==> src/rtl/display_colour_adapt.sv <==
// Colour-depth adapter between the display core and the TMDS/DVI generator.
// The pipeline has two stages. Stage 1 holds the input pixel, the syncs and the
// dither offset. Stage 2 holds the converted colour and the delayed syncs.
// Position and frame counters advance on the raw inputs. The offset for a
// pixel therefore comes from the counter values it arrives with.

// Converts one colour channel. The mode is resolved at elaboration time.
module display_colour_adapt_lane #(
  parameter int BPC_IN   = 5,
  parameter int BPC_OUT  = 8,
  parameter int MODE_EFF = 0
) (
  input  logic [BPC_IN-1:0]  c,
  input  logic [12:0]        ofs,
  output logic [BPC_OUT-1:0] q
);
  // Several modes ignore the offset or the low input bits.
  logic lane_unused;
  assign lane_unused = ^{c, ofs};

  generate
    if (MODE_EFF == 1) begin : g_pad
      assign q = {c, {(BPC_OUT-BPC_IN){1'b0}}};
    end else if (MODE_EFF == 2) begin : g_trn
      assign q = c[BPC_IN-1 -: BPC_OUT];
    end else if (MODE_EFF == 3) begin : g_dth
      localparam int D = BPC_IN - BPC_OUT;
      logic [BPC_IN:0]   sum;
      logic [BPC_IN-1:0] sat;
      // The offset is always below 2^D, so ofs[BPC_IN:0] keeps every bit of it.
      assign sum = {1'b0, c} + ofs[BPC_IN:0];
      assign sat = sum[BPC_IN] ? {BPC_IN{1'b1}} : sum[BPC_IN-1:0];
      assign q   = sat[BPC_IN-1:D];
    end else begin : g_rep
      // The input is repeated MSB-first. With equal widths this is a plain copy.
      for (genvar i = 0; i < BPC_OUT; i++) begin : g_bit
        assign q[BPC_OUT-1-i] = c[BPC_IN-1-(i % BPC_IN)];
      end
    end
  endgenerate
endmodule

module display_colour_adapt #(
  parameter int BPC_IN   = 5,
  parameter int BPC_OUT  = 8,
  parameter int CHANNELS = 3,
  parameter int MODE     = 0,
  parameter int TEMPORAL = 1,
  parameter int VS_POL   = 1
) (
  input  logic                         clk_pix,
  input  logic                         rst_pix_n,
  input  logic                         in_hsync,
  input  logic                         in_vsync,
  input  logic                         in_de,
  input  logic [CHANNELS*BPC_IN-1:0]   in_colr,
  output logic                         out_hsync,
  output logic                         out_vsync,
  output logic                         out_de,
  output logic [CHANNELS*BPC_OUT-1:0]  out_colr
);
  localparam int D = BPC_IN - BPC_OUT;
  // A mode that does not fit the width pairing falls back to replicate or truncate.
  localparam int MODE_EFF = (BPC_OUT == BPC_IN) ? 0 :
                            (BPC_OUT >  BPC_IN) ? ((MODE == 1) ? 1 : 0) :
                                                  ((MODE == 3) ? 3 : 2);
  localparam int SHR = (D > 0 && D <= 4) ? 4 - D : 0;
  localparam int SHL = (D > 4) ? D - 4 : 0;
  localparam logic VS_ACT = (VS_POL != 0);
  localparam logic [3:0] BAYER [16] = '{
    4'd0,  4'd8,  4'd2,  4'd10,
    4'd12, 4'd4,  4'd14, 4'd6,
    4'd3,  4'd11, 4'd1,  4'd9,
    4'd15, 4'd7,  4'd13, 4'd5
  };

  logic [1:0] x, y, frame;
  logic       de_q, vs_q;
  logic       vs_edge;
  logic [1:0] xi, yi;
  logic [3:0] t;
  logic [12:0] ofs;

  logic                              s1_hs, s1_vs, s1_de;
  logic [CHANNELS-1:0][BPC_IN-1:0]   s1_colr;
  logic [12:0]                       s1_ofs;
  logic [CHANNELS-1:0][BPC_OUT-1:0]  conv;

  assign vs_edge = (in_vsync == VS_ACT) && (vs_q != VS_ACT);

  // Position and frame counters. A vsync edge takes priority over a falling edge of de.
  always_ff @(posedge clk_pix or negedge rst_pix_n) begin
    if (!rst_pix_n) begin
      x     <= '0;
      y     <= '0;
      frame <= '0;
      de_q  <= 1'b0;
      vs_q  <= ~VS_ACT;
    end else begin
      de_q <= in_de;
      vs_q <= in_vsync;
      if (vs_edge) begin
        x <= '0;
        y <= '0;
        if (TEMPORAL != 0) frame <= frame + 2'd1;
      end else begin
        x <= in_de ? x + 2'd1 : 2'd0;
        if (de_q && !in_de) y <= y + 2'd1;
      end
    end
  end

  // Every channel of a pixel uses one offset, scaled to the number of dropped bits.
  assign xi  = x + frame;
  assign yi  = y + frame;
  assign t   = BAYER[{yi, xi}];
  assign ofs = (D > 0) ? (({9'd0, t} >> SHR) << SHL) : 13'd0;

  // Stage 1: register the input pixel, the syncs and the dither offset.
  always_ff @(posedge clk_pix or negedge rst_pix_n) begin
    if (!rst_pix_n) begin
      s1_hs   <= 1'b0;
      s1_vs   <= ~VS_ACT;
      s1_de   <= 1'b0;
      s1_colr <= '0;
      s1_ofs  <= '0;
    end else begin
      s1_hs   <= in_hsync;
      s1_vs   <= in_vsync;
      s1_de   <= in_de;
      s1_colr <= in_colr;
      s1_ofs  <= ofs;
    end
  end

  generate
    for (genvar ch = 0; ch < CHANNELS; ch++) begin : g_lane
      display_colour_adapt_lane #(
        .BPC_IN(BPC_IN), .BPC_OUT(BPC_OUT), .MODE_EFF(MODE_EFF)
      ) u_lane (
        .c(s1_colr[ch]),
        .ofs(s1_ofs),
        .q(conv[ch])
      );
    end
  endgenerate

  // Stage 2: register the converted colour, forced to zero during blanking.
  always_ff @(posedge clk_pix or negedge rst_pix_n) begin
    if (!rst_pix_n) begin
      out_hsync <= 1'b0;
      out_vsync <= ~VS_ACT;
      out_de    <= 1'b0;
      out_colr  <= '0;
    end else begin
      out_hsync <= s1_hs;
      out_vsync <= s1_vs;
      out_de    <= s1_de;
      out_colr  <= s1_de ? conv : '0;
    end
  end
endmodule

==> config.mk <==
export PLATFORM = sky130hd
export DESIGN_NAME = display_colour_adapt
export DESIGN_NICKNAME = d
export VERILOG_FILES = /design/src/rtl/display_colour_adapt.sv
export SDC_FILE = /design/constraint.sdc
export NUM_CORES = 1
export LEC_CHECK = 0
export BUFFER_PORTS_ARGS = -buffer_cell sky130_fd_sc_hd__buf_2
export CAP_MARGIN = 15
export CORE_MARGIN = 1.5
export CORE_UTILIZATION = 53
export CTS_CLUSTER_DIAMETER = 100
export DETAILED_ROUTE_END_ITERATION = 10
export GPL_ROUTABILITY_DRIVEN = 1
export MAX_ROUTING_LAYER = met4
export PLACE_DENSITY = 0.83
export SLEW_MARGIN = 20
export SYNTH_ARGS = -nofsm -noshare
export SYNTH_HDL_FRONTEND = slang
export SYNTH_HIERARCHICAL = 1
export SYNTH_SLANG_ARGS = --single-unit
==> constraint.sdc <==
create_clock -name clk_pix -period 2.15 [get_ports clk_pix]
set_clock_uncertainty 0.2 [all_clocks]
set_input_delay 0.43 -clock clk_pix [delete_from_list [all_inputs] [get_ports clk_pix]]
set_output_delay 0.43 -clock clk_pix [all_outputs]
set_load 0.02 [all_outputs]
==> results of run 1 <==
-- routing by layer --
metal	wire [um]	vias to the layer above	track usage, %
li1	-	357	-
met1	659	353	12.91
met2	1053	27	23.70
met3	106	7	6.977
met4	42	0	7.143
met5	0	-	-
-- stage by stage --
stage | total power, mW | worst slack [ns] | std cells | hold slack [ns]
3_5_place_dp | 1.039 | 0.9816 | 147 | 0.1358
4_1_cts | 1.427 | 0.6095 | 174 | 0.1622
2_1_floorplan | 1.006 | 1.104 | 95 | -0.06559
6_report | 1.403 | 0.6403 | 174 | 0.1581
3_3_place_gp | 1.033 | 1.017 | 147 | 0.1356
5_1_grt | 1.473 | 0.5832 | 174 | 0.1769
-- path summary, 6_finish.rpt --
path	startpoint	end	slack, ns	cells after the start
setup / recovery	out_colr[20]	out_colr[20]	0.64	1
min in group asynchronous	rst_pix_n	s1_colr[9]	0.38	2
max in group asynchronous	rst_pix_n	s1_colr[4]	0.88	3
hold reg to reg	s1_vs	out_vsync	0.16	0
setup reg to reg	s1_de	out_colr[20]	0.98	1
hold / removal	s1_vs	out_vsync	0.16	0
-- report_power, final --
group          leakage (nW)  internal, mW  switching (mW)
Sequential            0.554         0.888          0.0142
Clock                0.0320         0.125           0.234
Combinational         0.366        0.0701          0.0723
-- final cells by class --
cell class,instances,area (um2)
clock buffer,6,41.29
clock inverter,2,10.01
fill,201,880.8
multi-input combinational,24,172.7
sequential,45,1126
tap,31,38.79
timing repair buffer,66,440.4
-- registers in the layout (all words and copies together) (netlist names) --
register / flops
out_colr: 24
out_de: 1
out_hsync: 1
out_vsync: 1
s1_colr: 15
s1_de: 1
s1_hs: 1
s1_vs: 1
-- repair_timing --
| item | 4_1_cts | 5_1_grt |
|---|---|---|
| hold endpoints to repair | 40 | 0 |
| buffers inserted | 0 | 0 |
| hold buffers | 19 | 0 |
-- cell usage in the layout, fill, tap and decap left out --
cell,count
dlygate4sd3_1,19
clkbuf_4,5
buf_2,46
and2_1,6
clkbuf_1,1
dfrtp_1,45
clkinv_2,2
buf_12,1
and2_2,18
==> run summary, run 1 <==
==================================================================================================
Status                                                                                finished clean
Required time of the critical path                                                         1.52 ns
TritonCTS Buffers                                                                                5
Area growth from synthesis to final layout                                                  21.83%
Number of pins exceeding their max-slew limit in the final report                                0
Average instance area after synthesis                                                    15.80 um2
Layout cell share with drive strength beyond 1                                              50.35%
Instance area after placement                                                             1588 um2
Antenna viol nets, final                                                                         0
H-tree Lvls                                                                                      2
Combined global-route utilization of all metal layers                                       14.03%
Initial antenna violation count                                                                  0
Root buf cell                                                                             clkbuf_4
Post-detailed-placement half-perimeter wirelength                                          1225 um
PwrDens                                                                               767.2 nW/um2
Number of instances in the synthesized netlist                                                  95
Placeable core region                                                                     2710 um2
Sort of element at the end of the critical path                                        output port
Leakage Power                                                                            0.9524 nW
Worst rel slew slack                                                                        65.96%
Number of nets at the end of the flow                                                          162
Via count of the first global-routing pass                                                     752
Minimum period implied by the final worst setup slack                                     1.510 ns
Clock transition time at the flip-flop clock pins of the worst setup and hold paths        0.11 ns
Mapped Nets                                                                                    115
Clk_lat worst skew                                                                         0.33 ns
CTS tree                                                                                     built
Drt drc                                                                                          0
Final Cell Area                                                                           1829 um2
Clock sink count                                                                                45
Worst-margin pin slew                                                                    0.5106 ns
Fmax                                                                                    0.6624 GHz
I/O pin count                                                                                   47
Data arrival, critical path                                                                0.88 ns
Starting density of the core                                                                55.40%
Port-buffer cells                                                                               46
Yosys warnings                                                                                   6
Cell type of the slowest stage on the worst timing path                                    dfrtp_1
Sum of overflow across all layers after global routing                                           0
Final core utilization                                                                      67.50%
Peak supply drop                                                                         0.5444 mV
Pre-antenna DRT Iters                                                                            3
Min-Delay Path Class                                                                       reg2reg
Slowest Stage Delay on Critical Path                                                       0.39 ns
Setup_tns                                                                                     0 ns
Family of cells with the greatest summed delay on the critical path                     flip-flops
# rows                                                                                          19
Category of the critical setup timing path                                                 reg2out
Drt wl/cell                                                                               10.70 um
Max-Cap Viols                                                                                    0
Pin count of the biggest net entering global routing                                            26
Vias per std cell                                                                            4.276
Area of the die                                                                           3161 um2
Final GP Congestion                                                                         0.6489
Overall routed net length                                                                  1861 um
Crit-path max FO                                                                                 1
Number of antenna repair diodes                                                                  0
Element type at the critical path start                                                  flip-flop
Synth Cell Area                                                                           1501 um2
Unrepaired setup endpoints after global routing                                                 no
Width of the die                                                                          56.23 um
Starting DRC count in detailed routing                                                           3
Final Cycle Share                                                                           70.22%
Endpoints failing setup                                                                          0
Number of buffers on the longest clock path                                                      2
Via Count                                                                                      744
PostCTS Resize Cnt                                                                               0
First-pass GRT wire length                                                                 3049 um
Worst path bufs/invs                                                                             1
Count of endpoints failing hold in the final timing report                                       0
CP Cell Sequence                                                                             buf_2
Die height                                                                                56.23 um
==================================================================================================
Power figures use the tool's default switching activity.
==> run 2, diff against run 1 <==
--- a/config.mk
+++ b/config.mk
@@ -8,12 +8,12 @@
 export BUFFER_PORTS_ARGS = -buffer_cell sky130_fd_sc_hd__buf_2
 export CAP_MARGIN = 15
 export CORE_MARGIN = 1.5
-export CORE_UTILIZATION = 53
+export CORE_UTILIZATION = 50
 export CTS_CLUSTER_DIAMETER = 100
 export DETAILED_ROUTE_END_ITERATION = 10
 export GPL_ROUTABILITY_DRIVEN = 1
 export MAX_ROUTING_LAYER = met4
-export PLACE_DENSITY = 0.83
+export PLACE_DENSITY = 0.79
 export SLEW_MARGIN = 20
 export SYNTH_ARGS = -nofsm -noshare
 export SYNTH_HDL_FRONTEND = slang
==> constraint.sdc (replaced) <==
create_clock -name clk_pix -period 1.5 [get_ports clk_pix]
set_clock_uncertainty 0.2 [all_clocks]
set_input_delay 0.3 -clock clk_pix [delete_from_list [all_inputs] [get_ports clk_pix]]
set_output_delay 0.3 -clock clk_pix [all_outputs]
set_load 0.02 [all_outputs]
==> run 2 against run 1 <==
Against the previous run:
- the run now ends with design-rule violations left
- die area grew 5.7%
- register-to-register slack worse by 0.69 ns
- clock power rose by 46%
- core utilization decreased by 2.3 points
- count of clock-buffer cells in the layout stayed put
- combinational power is 44% higher
- worst hold slack improved by 0.0064 ns
- critical endpoint is now out_colr[21]
- largest power group unchanged
- highest routed layer unchanged
==> run summary, run 2 (synthesis gave the netlist of run 1 again) <==
==================================================================================================
Status                                                                                complete, but fails checks   was finished clean
Violated checks                                                                       design-rule violations
Largest registers                                                                     out_colr: 24 flops, s1_colr: 15 flops   unchanged
I/O pin count                                                                                   47   unchanged
TritonCTS Buffers                                                                                5   unchanged
Clock transition time at the flip-flop clock pins of the worst setup and hold paths        0.12 ns   was 0.11 ns
Area of the die                                                                           3341 um2   was 3161 um2
Leakage Power                                                                            0.9524 nW   unchanged
Element type at the critical path start                                                  flip-flop   unchanged
Min-Delay Path Class                                                                       reg2reg   unchanged
Count of endpoints failing hold in the final timing report                                       0   unchanged
Starting density of the core                                                                53.52%   was 55.40%
Number of antenna repair diodes                                                                  0   unchanged
Commonest cells after routing, fill and taps aside                                    46 x buf_2, 45 x dfrtp_1, 19 x dlygate4sd3_1, 18 x and2_2, 6 x and2_1   unchanged
Port-buffer cells                                                                               46   unchanged
Number of nets at the end of the flow                                                          162   unchanged
Count of non-filler cells in the finished layout                                               174   unchanged
Die height                                                                                57.80 um   was 56.23 um
Via count of the first global-routing pass                                                     717   was 752
CP Cell Sequence                                                                             buf_2   unchanged
Crit-path max FO                                                                                 1   unchanged
Number of pins exceeding their max-slew limit in the final report                                0   unchanged
Via Count                                                                                      755   was 744
Pin count of the biggest net entering global routing                                            46   was 26
Most common library cell in the layout ignoring fill and taps                                buf_2   unchanged
Area growth from synthesis to final layout                                                  21.83%   unchanged
# rows                                                                                          19   unchanged
Cell depth of the worst min-delay path                                                           0   unchanged
Unrepaired setup endpoints after global routing                                                 no   unchanged
Family of cells with the greatest summed delay on the critical path                     flip-flops   unchanged
Layout cell share with drive strength beyond 1                                              50.35%   unchanged
Routing usage on met1                                                                       14.35%   was 12.91%
Pre-antenna DRT Iters                                                                            6   was 3
Setup slack on the worst flop-to-flop path                                                 0.29 ns   was 0.98 ns
Slowest Stage Delay on Critical Path                                                       0.39 ns   about the same
Post-place setup slack                                                                   0.3197 ns   was 0.9816 ns
Root buf cell                                                                             clkbuf_4   unchanged
Antenna viol nets, final                                                                         0   unchanged
Total power draw                                                                          2.023 mW   was 1.403 mW
Most used routing layer in global routing                                                     met2   unchanged
Internal power summed over all cells                                                      1.553 mW   was 1.083 mW
Cell count after placement                                                                     147   unchanged
Switching power                                                                           470.7 uW   was 320.5 uW
Grt met3 use                                                                                4.688%   was 6.977%
Final Cycle Share                                                                           92.51%
Reg-to-reg critical path endpoint                                                      out_colr[3]   was out_colr[20]
Endpoints failing setup                                                                          0   unchanged
Sequential standard cell area                                                             1126 um2   unchanged
CTS tree                                                                                     built   unchanged
PwrDens                                                                                1106 nW/um2   was 767.2 nW/um2
Worst rel slew slack                                                                        63.91%   was 65.96%
Sort of element at the end of the critical path                                        output port   unchanged
Placeable core region                                                                     2805 um2   was 2710 um2
Setup_tns                                                                                     0 ns   unchanged
Flip-flop count of the largest register after layout                                            24   unchanged
Fmax                                                                                    0.7206 GHz
Switching power as a share of total power                                                   23.27%   was 22.84%
Width of the die                                                                          57.80 um   was 56.23 um
Required time of the critical path                                                         1.00 ns   was 1.52 ns
Data arrival, critical path                                                                0.89 ns   was 0.88 ns
Hold path startpoint                                                                         s1_hs   was s1_vs
Max-Cap Viols                                                                                    0   unchanged
Multi-input gate area in the final layout                                                172.7 um2   unchanged
Logic pwr share                                                                              10.1%   about the same
Peak supply drop                                                                         0.7298 mV   was 0.5444 mV
Post-detailed-placement half-perimeter wirelength                                          1287 um   was 1225 um
Sum of overflow across all layers after global routing                                           0   unchanged
Top register by number of flip-flops                                                      out_colr   unchanged
Depth of the worst register-to-register path                                                     1   unchanged
Worst-margin pin slew                                                                    0.5414 ns   was 0.5106 ns
Initial antenna violation count                                                                  0   unchanged
Clock share of power                                                                         25.9%   was 25.6%
Endpoint with the worst hold slack                                                       out_hsync   was out_vsync
Reg-to-reg startpoint                                                                        s1_de   unchanged
Vias per std cell                                                                            4.339   was 4.276
Number of buffers on the longest clock path                                                      2   unchanged
Proportion of power drawn by flip-flops and latches                                          64.0%   was 64.3%
GR Util met2                                                                                23.05%   was 23.70%
Cell type of the slowest stage on the worst timing path                                    dfrtp_1   unchanged
Final GP Congestion                                                                         0.6555   was 0.6489
Final critical-path setup slack                                                          0.1124 ns   was 0.6403 ns
H-tree Lvls                                                                                      2   unchanged
First-pass GRT wire length                                                                 3118 um   was 3049 um
Starting DRC count in detailed routing                                                          11   was 3
Overall routed net length                                                                  1994 um   was 1861 um
Clk_lat worst skew                                                                         0.34 ns   was 0.33 ns
Drt wl/cell                                                                               11.46 um   was 10.70 um
Clock sink count                                                                                45   unchanged
Final Cell Area                                                                           1829 um2   unchanged
Combined global-route utilization of all metal layers                                       14.21%   was 14.03%
Category of the critical setup timing path                                                 reg2out   unchanged
Minimum period implied by the final worst setup slack                                     1.388 ns
Worst path bufs/invs                                                                             1   unchanged
Drt drc                                                                                         10   was 0
Number of filler cells placed in the layout                                                    228   was 201
Instance area after placement                                                             1588 um2   unchanged
==================================================================================================
-- run 2: cell counts in the layout (fill, tap and decap cells not counted) --
Identical to the previous run, type by type.
-- run 2: worst max-delay path by stage --
stage                  from            to  slack [ns]  cells past startpoint
4_1_cts        out_colr[21]  out_colr[21]        0.09                      1
5_1_grt        out_colr[16]  out_colr[16]        0.06                      1
3_5_place_dp          s1_de  out_colr[14]        0.32                      1
2_1_floorplan         s1_de  out_colr[10]        0.48                      2
6_report       out_colr[21]  out_colr[21]        0.11                      1
3_3_place_gp          s1_de  out_colr[20]        0.34                      1
-- run 2: power groups by stage --
stage	clock [mW]	combinational (mW)	sequential (mW)
final	0.524	0.204	1.30
after floorplan	0	0.0756	1.37
after CTS	0.540	0.208	1.30
after global placement	0	0.165	1.32
after detailed placement	0	0.170	1.32
after global routing	0.606	0.222	1.30
-- run 2: layout make-up --
cell class	count	area share [%]
Sequential cell	45	61.56
Timing Repair Buffer	66	24.08
Multi-Input combinational cell	24	9.439
Clock buffer	6	2.257
Tap cell	31	2.120
Clock inverter	2	0.5472
-- run 2: metal layers --
layer | vias up | wire length [um]
met5 | - | 0
met4 | 0 | 61
met3 | 8 | 143
met2 | 29 | 1100
met1 | 363 | 688
li1 | 355 | -
-- run 2: per-stage QoR --
step           utilization [%]  hold WS, ns
6_report                 65.21       0.1645
5_1_grt                  65.21       0.1820
4_1_cts                  65.21       0.1649
3_5_place_dp             56.60      0.09391
3_3_place_gp             56.60      0.08462
2_1_floorplan                -      -0.1956
-- run 2: what timing repair did --
action | 4_1_cts | 5_1_grt
resized for setup | 0 | 0
setup buffers | 0 | 0
hold endpoints to repair | 63 | 0
hold buffers | 19 | 0
